<file path="src/rtl/apb_i2c_pkg.sv">
// Shared types and bridge register map for the APB-to-I2C master sequencer.
package apb_i2c_pkg;

    typedef enum logic [1:0] {
        ST_IDLE   = 2'd0,
        ST_SETUP  = 2'd1,
        ST_ACCESS = 2'd2,
        ST_RESP   = 2'd3
    } state_t;

    typedef enum logic [1:0] {
        RESP_OK      = 2'd0,
        RESP_SLVERR  = 2'd1,
        RESP_TIMEOUT = 2'd2,
        RESP_DECERR  = 2'd3
    } resp_t;

    localparam logic [31:0] ADDR_TX  = 32'd0;
    localparam logic [31:0] ADDR_RX  = 32'd4;
    localparam logic [31:0] ADDR_CFG = 32'd8;
    localparam logic [31:0] ADDR_TMO = 32'd12;

    // TX FIFO is write-only, RX FIFO is read-only, CONFIG/TIMEOUT are read/write.
    function automatic logic addr_legal(input logic write, input logic [31:0] addr);
        logic ok;
        ok = 1'b0;
        case (addr)
            ADDR_TX:            ok = write;
            ADDR_RX:            ok = !write;
            ADDR_CFG, ADDR_TMO: ok = 1'b1;
            default:            ok = 1'b0;
        endcase
        return ok;
    endfunction

endpackage

</file>
<file path="src/rtl/apb_rr_arb2.sv">
// Two-requester round-robin arbiter; the pointer names the requester preferred on contention.
module apb_rr_arb2 (
    input  logic       clk,
    input  logic       srst,
    input  logic [1:0] req,
    input  logic       advance,
    output logic [1:0] gnt
);

    logic ptr_reg;

    always_comb begin
        gnt = req;
        if (req == 2'b11) begin
            gnt = ptr_reg ? 2'b10 : 2'b01;
        end
    end

    // After granting requester 0 prefer 1, and vice versa.
    always_ff @(posedge clk) begin
        if (srst) begin
            ptr_reg <= 1'b0;
        end else if (advance && (gnt != 2'b00)) begin
            ptr_reg <= gnt[0];
        end
    end

endmodule

</file>
<file path="src/rtl/apb_i2c_master_seq.sv">
// APB master sequencer: arbitrates two requesters, runs SETUP/ACCESS with a bounded wait, reports a response.
module apb_i2c_master_seq
    import apb_i2c_pkg::*;
#(
    parameter int TIMEOUT_CYCLES = 16,
    parameter int DATA_W         = 32
) (
    input  logic              PCLK,
    input  logic              PRESET,
    input  logic [1:0]        REQ,
    input  logic [1:0]        REQ_WRITE,
    input  logic [31:0]       REQ_ADDR0,
    input  logic [31:0]       REQ_ADDR1,
    input  logic [DATA_W-1:0] REQ_WDATA0,
    input  logic [DATA_W-1:0] REQ_WDATA1,
    output logic [1:0]        DONE,
    output logic [DATA_W-1:0] RDATA,
    output logic [1:0]        RESP,
    output logic              PSELx,
    output logic              PENABLE,
    output logic              PWRITE,
    output logic [31:0]       PADDR,
    output logic [DATA_W-1:0] PWDATA,
    input  logic [DATA_W-1:0] PRDATA,
    input  logic              PREADY,
    input  logic              PSLVERR,
    output logic              BUSY
);

    localparam int CNT_W = (TIMEOUT_CYCLES > 0) ? $clog2(TIMEOUT_CYCLES + 1) : 1;
    localparam logic [CNT_W-1:0] CNT_LAST = (TIMEOUT_CYCLES > 0) ? CNT_W'(TIMEOUT_CYCLES - 1) : '0;
    localparam logic [CNT_W-1:0] CNT_MAX  = '1;
    localparam logic TMO_EN = (TIMEOUT_CYCLES > 0);

    state_t              state_reg;
    resp_t               resp_reg;
    logic [1:0]          gnt_reg;
    logic [1:0]          done_reg;
    logic                psel_reg;
    logic                penable_reg;
    logic                pwrite_reg;
    logic [31:0]         paddr_reg;
    logic [DATA_W-1:0]   pwdata_reg;
    logic [DATA_W-1:0]   rdata_reg;
    logic [CNT_W-1:0]    wait_cnt_reg;

    logic [1:0]          gnt;
    logic                advance;
    logic                sel_write;
    logic [31:0]         sel_addr;
    logic [DATA_W-1:0]   sel_wdata;

    assign advance = (state_reg == ST_IDLE) && (REQ != 2'b00);

    apb_rr_arb2 u_arb (
        .clk     (PCLK),
        .srst    (PRESET),
        .req     (REQ),
        .advance (advance),
        .gnt     (gnt)
    );

    assign sel_write = gnt[1] ? REQ_WRITE[1] : REQ_WRITE[0];
    assign sel_addr  = gnt[1] ? REQ_ADDR1    : REQ_ADDR0;
    assign sel_wdata = gnt[1] ? REQ_WDATA1   : REQ_WDATA0;

    always_ff @(posedge PCLK) begin
        if (PRESET) begin
            state_reg    <= ST_IDLE;
            resp_reg     <= RESP_OK;
            gnt_reg      <= 2'b00;
            done_reg     <= 2'b00;
            psel_reg     <= 1'b0;
            penable_reg  <= 1'b0;
            pwrite_reg   <= 1'b0;
            paddr_reg    <= '0;
            pwdata_reg   <= '0;
            rdata_reg    <= '0;
            wait_cnt_reg <= '0;
        end else begin
            done_reg <= 2'b00;
            case (state_reg)
                ST_IDLE: begin
                    if (advance) begin
                        gnt_reg    <= gnt;
                        paddr_reg  <= sel_addr;
                        pwdata_reg <= sel_wdata;
                        pwrite_reg <= sel_write;
                        if (addr_legal(sel_write, sel_addr)) begin
                            state_reg    <= ST_SETUP;
                            psel_reg     <= 1'b1;
                            wait_cnt_reg <= '0;
                        end else begin
                            // Illegal map access is answered locally without touching the bus.
                            state_reg <= ST_RESP;
                            resp_reg  <= RESP_DECERR;
                            done_reg  <= gnt;
                        end
                    end
                end
                ST_SETUP: begin
                    penable_reg <= 1'b1;
                    state_reg   <= ST_ACCESS;
                end
                ST_ACCESS: begin
                    if (PREADY) begin
                        if (!pwrite_reg) begin
                            rdata_reg <= PRDATA;
                        end
                        resp_reg    <= PSLVERR ? RESP_SLVERR : RESP_OK;
                        psel_reg    <= 1'b0;
                        penable_reg <= 1'b0;
                        done_reg    <= gnt_reg;
                        state_reg   <= ST_RESP;
                    end else begin
                        if (wait_cnt_reg != CNT_MAX) begin
                            wait_cnt_reg <= wait_cnt_reg + 1'b1;
                        end
                        if (TMO_EN && (wait_cnt_reg == CNT_LAST)) begin
                            resp_reg    <= RESP_TIMEOUT;
                            psel_reg    <= 1'b0;
                            penable_reg <= 1'b0;
                            done_reg    <= gnt_reg;
                            state_reg   <= ST_RESP;
                        end
                    end
                end
                ST_RESP: begin
                    state_reg <= ST_IDLE;
                end
                default: begin
                    state_reg <= ST_IDLE;
                end
            endcase
        end
    end

    assign DONE    = done_reg;
    assign RDATA   = rdata_reg;
    assign RESP    = resp_reg;
    assign PSELx   = psel_reg;
    assign PENABLE = penable_reg;
    assign PWRITE  = pwrite_reg;
    assign PADDR   = paddr_reg;
    assign PWDATA  = pwdata_reg;
    assign BUSY    = (state_reg != ST_IDLE);

endmodule
</file>
<file path="config.mk">
export PLATFORM = sky130hd
export DESIGN_NAME = apb_i2c_master_seq
export DESIGN_NICKNAME = d
export VERILOG_FILES = /design/src/rtl/apb_i2c_pkg.sv /design/src/rtl/apb_rr_arb2.sv /design/src/rtl/apb_i2c_master_seq.sv
export SDC_FILE = /design/constraint.sdc
export NUM_CORES = 1
export LEC_CHECK = 0
export ABC_AREA = 1
export CAP_MARGIN = 10
export CORE_MARGIN = 4
export CORE_UTILIZATION = 44
export DETAILED_ROUTE_END_ITERATION = 12
export PLACE_DENSITY = 0.84
export SETUP_SLACK_MARGIN = 0.15
export SKIP_LAST_GASP = 1
export SYNTH_ARGS = -nofsm -noshare
export SYNTH_HDL_FRONTEND = slang
export SYNTH_SLANG_ARGS = --single-unit
</file>
<file path="constraint.sdc">
create_clock -name PCLK -period 4.8 [get_ports PCLK]
set_clock_uncertainty 0.1 [all_clocks]
set_input_delay 0.48 -clock PCLK [delete_from_list [all_inputs] [get_ports PCLK]]
set_output_delay 0.48 -clock PCLK [all_outputs]
set_load 0.05 [all_outputs]
</file>
== Yosys cells after proc, flatten, opt, wreduce, memory -nomap -nowiden ==
Index checks and enable logic that the tools add are counted.

* Register bits after elaboration: 113
* Input bits: 168
* Word-level logic and storage cells: 83

* $add $sub $neg: 1
* Equal/unequal tests: 15
* Muxes and demuxes: 36
* Bitwise operators: 1
* Reduce and logical (&&, ||, !) cells: 18

{| class="wikitable"
|+ Operators by type and width
! kind !! number
|-
| $eq A32 B4 Y1 const B || 2
|-
| $mux W32 || 2
|-
| $eq A32 B3 Y1 const B || 1
|-
| $logic_not A32 Y1 || 1
|-
| $mux W2 || 14
|-
| $mux W5 || 4
|-
| $pmux W5 S2 || 1
|-
| $reduce_bool A2 Y1 || 5
|-
| $mux W1 || 9
|-
| $pmux W2 S2 || 2
|-
| $pmux W2 S4 || 1
|-
| $reduce_and A4 Y1 || 2
|-
| $eq A2 B2 Y1 const B || 3
|-
| $ne A2 B2 Y1 const B || 3
|-
| $reduce_and A2 Y1 || 3
|-
| $add A5 B1 Y5 const B || 1
|-
| $eq A5 B4 Y1 const B || 1
|-
| $ne A5 B5 Y1 const B || 1
|-
| $reduce_and A5 Y1 || 1
|-
| $ne A2 B1 Y1 const B || 2
|-
| $pmux W1 S2 || 2
|-
| $ne A3 B3 Y1 const B || 1
|-
| $pmux W1 S3 || 1
|-
| $reduce_and A3 Y1 || 1
|-
| other kinds (6) || 7
|}

== Logic depth before layout (Yosys ltp) ==
Gate-level depths: netlist of the first run.

* Word-level depth: 12
* Depth in mapped cells: 16
* Gate-level depth less buffers: 15

== Cells and area by module ==
A second synthesis of the first run with hierarchy kept.

* Cells, all modules: 729
* Area, all modules: 5069.9 sq um

{| class="wikitable"
|+ Modules (own cells, without submodules)
! module !! times used !! cells an instance !! area each (sq um) !! seq. area each (sq um)
|-
| apb_i2c_master_seq || 1 || 721 || 5009.8 || 2242.2
|-
| apb_rr_arb2 || 1 || 8 || 60.1 || 20.0
|}

== Least setup slack after synthesis of the first run ==
OpenSTA, ideal clock, no wires.

* Path type: reg-to-reg
* Start: reg state_reg[0]
* End: reg paddr_reg[10] (netlist: PADDR[10])
* Library setup time: 0.117 ns
* Data arrival time: 2.056 ns
* Slack: 2.527 ns
* Stages on the path, launching flop included: 10
* Path buffers: 2
* Clock period less this slack: 2.273 ns
* Cell sequence: dfxtp_1 > inv_1 > ha_1 > inv_1 > a21oi_1 > clkbuf_1 > clkbuf_1 > nand2_1 > o211ai_1 > inv_1

* Longest elaborated chain between the ends: 3

{| class="wikitable"
|+ RTL lines
! element !! line !! text
|-
| from (decl) || apb_i2c_master_seq.sv:35 || <nowiki>state_t state_reg;</nowiki>
|-
| from (signal assigned) || apb_i2c_master_seq.sv:69 || <nowiki>state_reg <= ST_IDLE;</nowiki>
|-
| from (signal assigned) || apb_i2c_master_seq.sv:90 || <nowiki>state_reg <= ST_SETUP;</nowiki>
|-
| from (signal assigned) || apb_i2c_master_seq.sv:95 || <nowiki>state_reg <= ST_RESP;</nowiki>
|-
| $logic_not A2 Y1 * || apb_i2c_master_seq.sv:53, apb_i2c_master_seq.sv:82 ||
|-
| $logic_and A1 B1 Y1 || apb_i2c_master_seq.sv:53 || <nowiki>assign advance = (state_reg == ST_IDLE) && (REQ != 2'b00);</nowiki>
|-
| $reduce_and A2 Y1 (no source line) * || - ||
|-
| to (signal assigned) || apb_i2c_master_seq.sv:86 || <nowiki>paddr_reg <= sel_addr;</nowiki>
|-
| to (decl) || apb_i2c_master_seq.sv:42 || <nowiki>logic [31:0] paddr_reg;</nowiki>
|}

Mark *: on every way between the ends. The rest lies on a longest branch, timed or not.
A chain may end at the register's enable or synchronous reset.

== Worst setup path in the final report of the first run ==
* Start: in REQ[0]
* End: reg wait_cnt_reg[4]

* Longest elaborated chain between the ends: 11
* Elaborated cells between the ends (all ways): 19

{| class="wikitable"
|+ RTL lines
! element !! line !! text
|-
| from (decl) || apb_i2c_master_seq.sv:10 || <nowiki>input logic [1:0] REQ,</nowiki>
|-
| $eq A2 B2 Y1 || apb_rr_arb2.sv:14 || <nowiki>if (req == 2'b11) begin</nowiki>
|-
| $mux W2 || apb_rr_arb2.sv:14 ||
|-
| $mux W32 || apb_i2c_master_seq.sv:64 || <nowiki>assign sel_addr = gnt[1] ? REQ_ADDR1 : REQ_ADDR0;</nowiki>
|-
| $eq A32 B4 Y1 || apb_i2c_pkg.sv:27 || <nowiki>case (addr)</nowiki>
|-
| $reduce_or A2 Y1 || apb_i2c_pkg.sv:27 ||
|-
| $pmux W1 S3 || apb_i2c_pkg.sv:27 ||
|-
| $mux W1 || apb_i2c_master_seq.sv:84 || <nowiki>if (advance) begin</nowiki>
|-
| $mux W1 || apb_i2c_master_seq.sv:82 || <nowiki>case (state_reg)</nowiki>
|-
| $mux W1 || apb_i2c_master_seq.sv:68 || <nowiki>if (PRESET) begin</nowiki>
|-
| $ne A2 B1 Y1 (no source line) || - ||
|-
| $reduce_and A5 Y1 (no source line) * || - ||
|-
| to (signal assigned) || apb_i2c_master_seq.sv:117 || <nowiki>wait_cnt_reg <= wait_cnt_reg + 1'b1;</nowiki>
|-
| to (decl) || apb_i2c_master_seq.sv:45 || <nowiki>logic [CNT_W-1:0] wait_cnt_reg;</nowiki>
|}

Mark *: on every way between the ends. The rest lies on a longest branch, timed or not. The select of a mux whose other input is x is not followed.

==> results of run 1 <==
-- logic make-up (layout without fill, tap and decap cells) --
logic type	after synthesis	after routing
adder cells (fa/ha/maj)	6	6
AO/OA/AOI/OAI	124	124
multiplexers	1	1
buffers and inverters	162	424
AND/OR/NAND/NOR	382	382
flip-flops	113	113
-- per-stage QoR --
stage	utilization, %	instances
after floorplan	-	788
after global placement	67.7	1165
after detailed placement	67.7	1165
after CTS	72.8	1197
after global routing	72.8	1197
final	72.8	1197
-- routing by layer --
| metal | track usage [%] | vias to the layer above | wire length, um |
|---|---|---|---|
| met5 | 0 | - | 0 |
| met4 | 9.12 | 0 | 374 |
| met3 | 11.4 | 23 | 1800 |
| met2 | 44.4 | 222 | 9100 |
| met1 | 30.1 | 2565 | 7190 |
| li1 | - | 3000 | - |
-- synthesized netlist by cell type, drive strengths merged (6+ instances only) --
cell type / count / area share, %
nand3: 49 / 4.7
dfxtp: 113 / 42
nand2: 198 / 14
nor2: 111 / 7.7
nand3b: 20 / 2.8
o21ai: 45 / 4.2
a21oi: 18 / 1.7
ha: 6 / 1.4
buf: 14 / 1.6
o211ai: 58 / 8.1
clkbuf: 34 / 2.4
inv: 114 / 8.0
-- worst max-delay path: stages --
cell and delay, ps:
clkdlybuf4s50_1 640, nand2_4 240, nand2_4 590, nand2_1 110
nand2_1 120, nand2_1 60, nor2_1 120, nand2_1 70
nor2_1 180, nand3_2 160, nand2_4 140, nand2_1 90
nand2_1 100, nand2_1 50, nor2_1 120
-- final timing paths --
kind / endpoint
worst max-delay path: wait_cnt_reg[4]
worst min register to register: gnt_reg[1]
worst min-delay path: gnt_reg[1]
worst max register to register: wait_cnt_reg[4]
-- where the power goes --
| group | leakage (uW) | switching, uW | internal (uW) |
|---|---|---|---|
| clock | 0.000291 | 436 | 857 |
| sequential | 0.000932 | 173 | 1260 |
| combinational | 0.00288 | 1890 | 927 |
| total | 0.00410 | 2500 | 3050 |
-- area by class of cell --
cell class	instances	area share, %
repair buffers	278	31.6
multi-input cells	513	28.6
flip-flops and latches	113	25.9
clock buffers	24	5.51
inverters	114	4.89
well taps	147	2.10
clock inverters	8	1.46
==> results.json, run 1 <==
{
  "synthAdderAreaFrac_pct": 1.40,
  "cts_buffer_depth": 2,
  "synth_top_flop_cell": "dfxtp_1",
  "ant_nets": 0,
  "synth_edf_count": 0,
  "drc_errors": 0,
  "start_util_pct": 44.8,
  "portBuffers": 271,
  "holdBufCountCts": 0,
  "first_pass_iters": 6,
  "cts.sinks": 113,
  "hpwl_um": 13300,
  "path_clk_slew_ps": 50,
  "cts_tree": "built",
  "synth-xor-area-share_pct": 0,
  "yosysSeqAreaShare_pct": 42.0,
  "worst_slack_ps": 1750,
  "setup_violations": 0,
  "vias": 5810,
  "die_height_um": 119,
  "slew_violations": 0,
  "synth-seq-cells": 113,
  "yosysWarnings": 0,
  "rows": 40,
  "cts_resized": 0,
  "dieArea_sq_um": 14100,
  "place_congestion": 0.870,
  "dp_slack_ps": 1340,
  "cts_root_buffer": "clkbuf_16",
  "drt-initial-drc-count": 461,
  "multi_input_area_sq_um": 2500,
  "final_cell_mix": "271 x clkdlybuf4s50_1, 195 x nand2_1, 113 x dfxtp_1",
  "dpl_cell_area_sq_um": 8140,
  "cp-end-kind": "register",
  "r2r-start": "u_arb.ptr_reg",
  "final_cell_area_sq_um": 8750,
  "syn_inst": 788,
  "synth_area_per_cell_sq_um": 6.83,
  "grt_max_degree": 100,
  "leakage_uw": 0.00410,
  "synth_compound_area_share_pct": 14.6,
  "min_period_ps": 3050,
  "grt_pass1_vias": 5683,
  "drv_cap": 0,
  "htree_levels": 4,
  "startpoint_type": "input port",
  "insertion_delay_ps": 410,
  "holdPathStages": 2,
  "vias_per_cell": 4.85,
  "fillCellCount": 918,
  "numCtsBuffers": 17,
  "pin_count": 272,
  "hold_path_class": "register to register",
  "wl_um": 18500,
  "cts_setup_buffers": 0,
  "timing.hold.ws_ps": 363,
  "wl_per_cell_um": 15.4,
  "min_from": "gnt_reg[1]",
  "yosysUniqueCellTypes": 27,
  "crit_arrival_ps": 3300,
  "synthToLayoutAreaGrowth_pct": 62.5,
  "hold_viol": 0,
  "seq_area_sq_um": 2260,
  "period_share_pct": 63.6,
  "p_per_area_nw_per_um2": 634,
  "grt-ovfl-total": 0,
  "crit_required_ps": 5050,
  "drive_gt1_share_pct": 4.57,
  "fin_nets": 1211,
  "syn-num-nets": 962,
  "syn-cell-area_sq_um": 5380,
  "worst_pin_slew_ps": 993,
  "grt_pass1_wl_um": 29800,
  "antenna_cells": 0,
  "reg2reg_depth": 15,
  "path_class": "input port to register",
  "antenna_found_initial": 0,
  "max_freq_ghz": 0.328,
  "final_common_cell": "clkdlybuf4s50_1",
  "track_usage_pct": 26.5,
  "r2r_slack_ps": 2100,
  "synthArstFlopShare_pct": 0,
  "max_slew_margin_pct": 33.8,
  "synthSimpleGateAreaFrac_pct": 29.9,
  "muxShareOfSynthArea_pct": 0.186,
  "status": "complete, no violations",
  "die_w_um": 119,
  "peakVddDrop_mv": 0.354,
  "power.total_uw": 5550,
  "core_area_sq_um": 12000,
  "critPathMaxFanout": 68,
  "tns_ps": 0,
  "synth_top_family_by_area": "simple AND/OR/NAND/NOR gates",
  "critPathLaunch": "REQ[0]",
  "rsz0062_at_grt": "no"
}
(Power assumes the default switching activity.)
==> run 2, diff against run 1 <==
- CORE_UTILIZATION: 44 -> 40
- PLACE_DENSITY: 0.84 -> 0.77
- clock period: 4.8 -> 3.15 ns (I/O delays scaled with it)
==> results.json, run 2 (synthesized netlist as in run 1, its figures left out) <==
{
  "final_cell_mix": "271 x clkdlybuf4s50_1, 195 x nand2_1, 113 x dfxtp_1",
  "cts_tree": "built",
  "holdBufCountCts": 0,
  "dp_cells": 1205,
  "core_area_sq_um": 13200,
  "drv_cap": 0,
  "cpPeakStageDelay_ps": 840,
  "die_w_um": 124,
  "p_per_area_nw_per_um2": 947,
  "leakage_uw": 0.00415,
  "vias_per_cell": 4.77,
  "crit_arrival_ps": 2180,
  "hold_path_class": "register to register",
  "tns_ps": 0,
  "insertion_delay_ps": 410,
  "cts_setup_buffers": 0,
  "slew_violations": 0,
  "dieArea_sq_um": 15400,
  "cts.sinks": 113,
  "status": "complete, no violations",
  "setup_violations": 0,
  "grt_pass1_wl_um": 27600,
  "track_usage_pct": 23.1,
  "drive_gt1_share_pct": 5.94,
  "cts_root_buffer": "clkbuf_16",
  "drt-initial-drc-count": 403,
  "reg2reg_depth": 8,
  "worst_pin_slew_ps": 973,
  "stdcell_count": 1237,
  "crit_required_ps": 2730,
  "grt_pass1_vias": 5525,
  "wl_um": 18200,
  "path_common_cell": "inv_1",
  "max_slew_margin_pct": 35.1,
  "start_util_pct": 40.8,
  "max_freq_ghz": 0.385,
  "holdPathStages": 2,
  "hpwl_um": 13400,
  "die_height_um": 124,
  "htree_levels": 4,
  "numCtsBuffers": 17,
  "antenna_found_initial": 0,
  "final_common_cell": "clkdlybuf4s50_1",
  "path_clk_slew_ps": 60,
  "rows": 42,
  "hold_viol": 0,
  "path_cells": "inv_1 -> ha_1 -> inv_1 -> clkdlybuf4s50_1",
  "drc_errors": 0,
  "place_congestion": 0.828,
  "synthToLayoutAreaGrowth_pct": 64.7,
  "min_period_ps": 2600,
  "startpoint_type": "register",
  "first_pass_iters": 5,
  "vias": 5895,
  "period_share_pct": 82.5,
  "antenna_cells": 0,
  "ant_nets": 0,
  "fin_nets": 1222,
  "portBuffers": 271,
  "cts_resized": 0,
  "peakVddDrop_mv": 0.560,
  "cpMaxStageDelayCell": "clkdlybuf4s50_1",
  "grt_max_degree": 67,
  "cts_buffer_depth": 2,
  "grt-ovfl-total": 0,
  "pin_count": 272,
  "fillCellCount": 1143,
  "critPathMaxFanout": 5,
  "path_class": "register to output port",
  "cp-end-kind": "output port",
  "wl_per_cell_um": 14.7,
  "rsz0062_at_grt": "no"
}
==> run 2: changes by cell type in the layout (fill, tap and decap cells not counted) <==
cell        previous run  this run
bufinv_16              3         2
clkinv_2               1         3
buf_4                  7        16
buf_12                 0         2
inv_6                  0         4
clkbuf_1               4         0
clkinvlp_4             2         4
clkbuf_8               3         0
==> run 2: stage by stage <==
stage,worst slack (ps),instance area (sq um),power (uW),util (%),hold WS [ps]
3_3_place_gp,393,8280,6510,62.8,350
4_1_cts,518,8860,8460,67.2,362
3_5_place_dp,349,8280,6540,62.8,353
6_report,553,8860,8400,67.2,362
2_1_floorplan,877,5380,5030,-,341
5_1_grt,460,8860,8860,67.2,377
==> run 2: power breakdown <==
group | switching, uW | leakage (uW) | internal [uW]
registers | 263 | 0.000932 | 1930
logic | 2900 | 0.00294 | 1440
clock network | 704 | 0.000276 | 1170
==> run 2: worst max-delay path, delay by kind of cell, from the launching register on <==
| family | cells | cell delay [ps] |
|---|---|---|
| fa+ha+maj | 1 | 290 |
| buf+inv | 3 | 1130 |
| flops | 1 | 350 |
==> run 2: final cells by class <==
class	instances	area [sq um]	area share (%)
clock buffer	17	425	4.80
multi-input combinational	513	2500	28.2
sequential	113	2260	25.5
tap	176	220	2.48
timing repair buffer	289	2870	32.4
inverter	114	428	4.83
clock inverter	15	158	1.78
==> run 2: layer usage <==
layer / part of all wire, % / wire, um / global-route usage [%]
met2: 45 / 8220 / 36.0
met1: 41 / 7550 / 27.6
met4: 2.0 / 372 / 9.38
met3: 11 / 2090 / 10.5
met5: 0 / 0 / 0
==> run 2: worst paths after layout <==
kind	slack [ps]	end	from
worst max-delay path	550	BUSY	state_reg[0]
worst min-delay path	360	gnt_reg[1]	gnt_reg[1]
worst max register to register	880	wait_cnt_reg[4]	state_reg[0]
worst min register to register	360	gnt_reg[1]	gnt_reg[1]
==> run 3, diff against run 2 <==
- clock period: 3.15 -> 2.5 ns (I/O delays scaled with it)
==> results.json, run 3 (synthesized netlist as in run 1, its figures left out) <==
{
  "status": "complete, no violations",
  "grt_max_degree": 57,
  "fin_nets": 1244,
  "pin_count": 272,
  "utilization_pct": 68.9,
  "leakage_uw": 0.00428,
  "p_clk_share_pct": 22.0,
  "antenna_found_initial": 0,
  "worst_pin_slew_ps": 995,
  "startpoint_type": "register",
  "rows": 42,
  "drive_gt1_share_pct": 7.94,
  "holdPathStages": 3,
  "critPathMaxFanout": 5,
  "rsz0062_at_grt": "yes",
  "place_congestion": 0.837,
  "p_per_area_nw_per_um2": 1180,
  "tns_ps": 0,
  "path_common_cell": "inv_1",
  "max_freq_ghz": 0.444,
  "crit_required_ps": 2150,
  "vias": 5928,
  "crit_arrival_ps": 1900,
  "first_pass_iters": 4,
  "grt_pass1_wl_um": 28600,
  "portBuffers": 271,
  "seq_area_sq_um": 2260,
  "cpMaxStageDelayCell": "dlygate4sd2_1",
  "path_cells": "inv_1 -> ha_1 -> inv_1 -> dlygate4sd2_1",
  "die_height_um": 124,
  "setup_violations": 0,
  "path_clk_slew_ps": 50,
  "cts_tree": "built",
  "cts.sinks": 113,
  "track_usage_pct": 23.9,
  "core_area_sq_um": 13200,
  "slew_violations": 0,
  "drc_errors": 0,
  "ant_nets": 0,
  "vias_per_cell": 4.71,
  "period_share_pct": 90.0,
  "cts_buffer_depth": 2,
  "hold_path_class": "input port to register",
  "final_cell_mix": "270 x clkdlybuf4s50_1, 195 x nand2_1, 113 x dfxtp_1",
  "drv_cap": 0,
  "net-switching-power_uw": 4860,
  "numCtsBuffers": 17,
  "htree_levels": 4,
  "reg2reg_depth": 16,
  "power.share.switching_pct": 45.3,
  "antenna_cells": 0,
  "wl_per_cell_um": 14.6,
  "path_buf_inv": 3,
  "peakVddDrop_mv": 0.599,
  "dieArea_sq_um": 15400,
  "power.total_uw": 10700,
  "max_slew_margin_pct": 33.6,
  "worst_slack_ps": 249,
  "path_delay_family": "buffers and inverters",
  "grt-ovfl-total": 0,
  "holdBufCountCts": 0,
  "grt_pass1_vias": 5768,
  "drt-initial-drc-count": 291,
  "fillCellCount": 1103,
  "dp_slack_ps": -76.9,
  "cpPeakStageDelay_ps": 580,
  "cp-end-kind": "output port",
  "hold_viol": 0,
  "final_common_cell": "clkdlybuf4s50_1",
  "p_seq_share_pct": 25.7,
  "p_comb_share_pct": 52.3,
  "start_util_pct": 40.8,
  "synthToLayoutAreaGrowth_pct": 68.9,
  "crit_cells": 4,
  "internal_power_uw": 5880,
  "multi_input_area_sq_um": 2510,
  "path_class": "register to output port",
  "hpwl_um": 13600,
  "wl_um": 18400,
  "insertion_delay_ps": 410,
  "min_period_ps": 2250,
  "die_w_um": 124,
  "cts_root_buffer": "clkbuf_16"
}
[run 3: changes by cell type in the layout (fill, tap and decap cells not counted), sizes merged]
cell and change:
inv -3, clkbuf +2, buf +22, dlygate4sd2 +1, clkinvlp +1, clkdlybuf4s50 -1
[run 3: layer usage]
metal	vias up	share of wire [%]	wire length, um	GRT usage, %
met4	0	1.4	258	7.87
met1	2632	41	7490	28.8
met3	21	11	2090	10.5
li1	3060	-	-	-
met5	-	0	0	0
met2	215	46	8510	38.1
[run 3: cell type report]
cell class,instances,share of cell area [%]
flip-flops and latches,113,24.9
clock buffers,19,4.98
clock inverters,13,1.49
well taps,176,2.42
repair buffers,311,33.9
multi-input cells,513,27.7
inverters,114,4.71
[run 3: final timing paths]
path | startpoint | endpoint | slack (ps)
max | state_reg[0] | BUSY | 250
min | PRDATA[29] | RDATA[29] | 330
max reg2reg | u_arb.ptr_reg | PSELx | 380
min reg2reg | gnt_reg[1] | gnt_reg[1] | 360
[run 3: what timing repair did]
| action | 4_1_cts | 5_1_grt |
|---|---|---|
| buffers inserted | 0 | 0 |
| endpoints found under the setup margin | 1 | 6 |
| gates resized for setup | 1 | 3 |
[run 3: power groups by stage]
stage / sequential, uW / combinational [uW] / clock [uW]
after floorplan: 4690 / 1650 / 0
final: 2750 / 5610 / 2370
after global placement: 2760 / 5580 / 0
after global routing: 2830 / 6030 / 2500
after detailed placement: 2780 / 5610 / 0
after CTS: 2760 / 5630 / 2410
[run 3: stage by stage]
step                hold slack [ps]  cells  instance area [sq um]
floorplan                       285    788                   5380
global placement                352   1227                   8480
detailed placement              354   1227                   8480
CTS                             306   1259                   9070
global route                    322   1259                   9090
finish                          327   1259                   9090
[run 3: tightest hold or removal path, delay by kind of cell]
kind	cells	cell delay [ps]
buffers and inverters	1	400
and+or+nand+nor	2	150
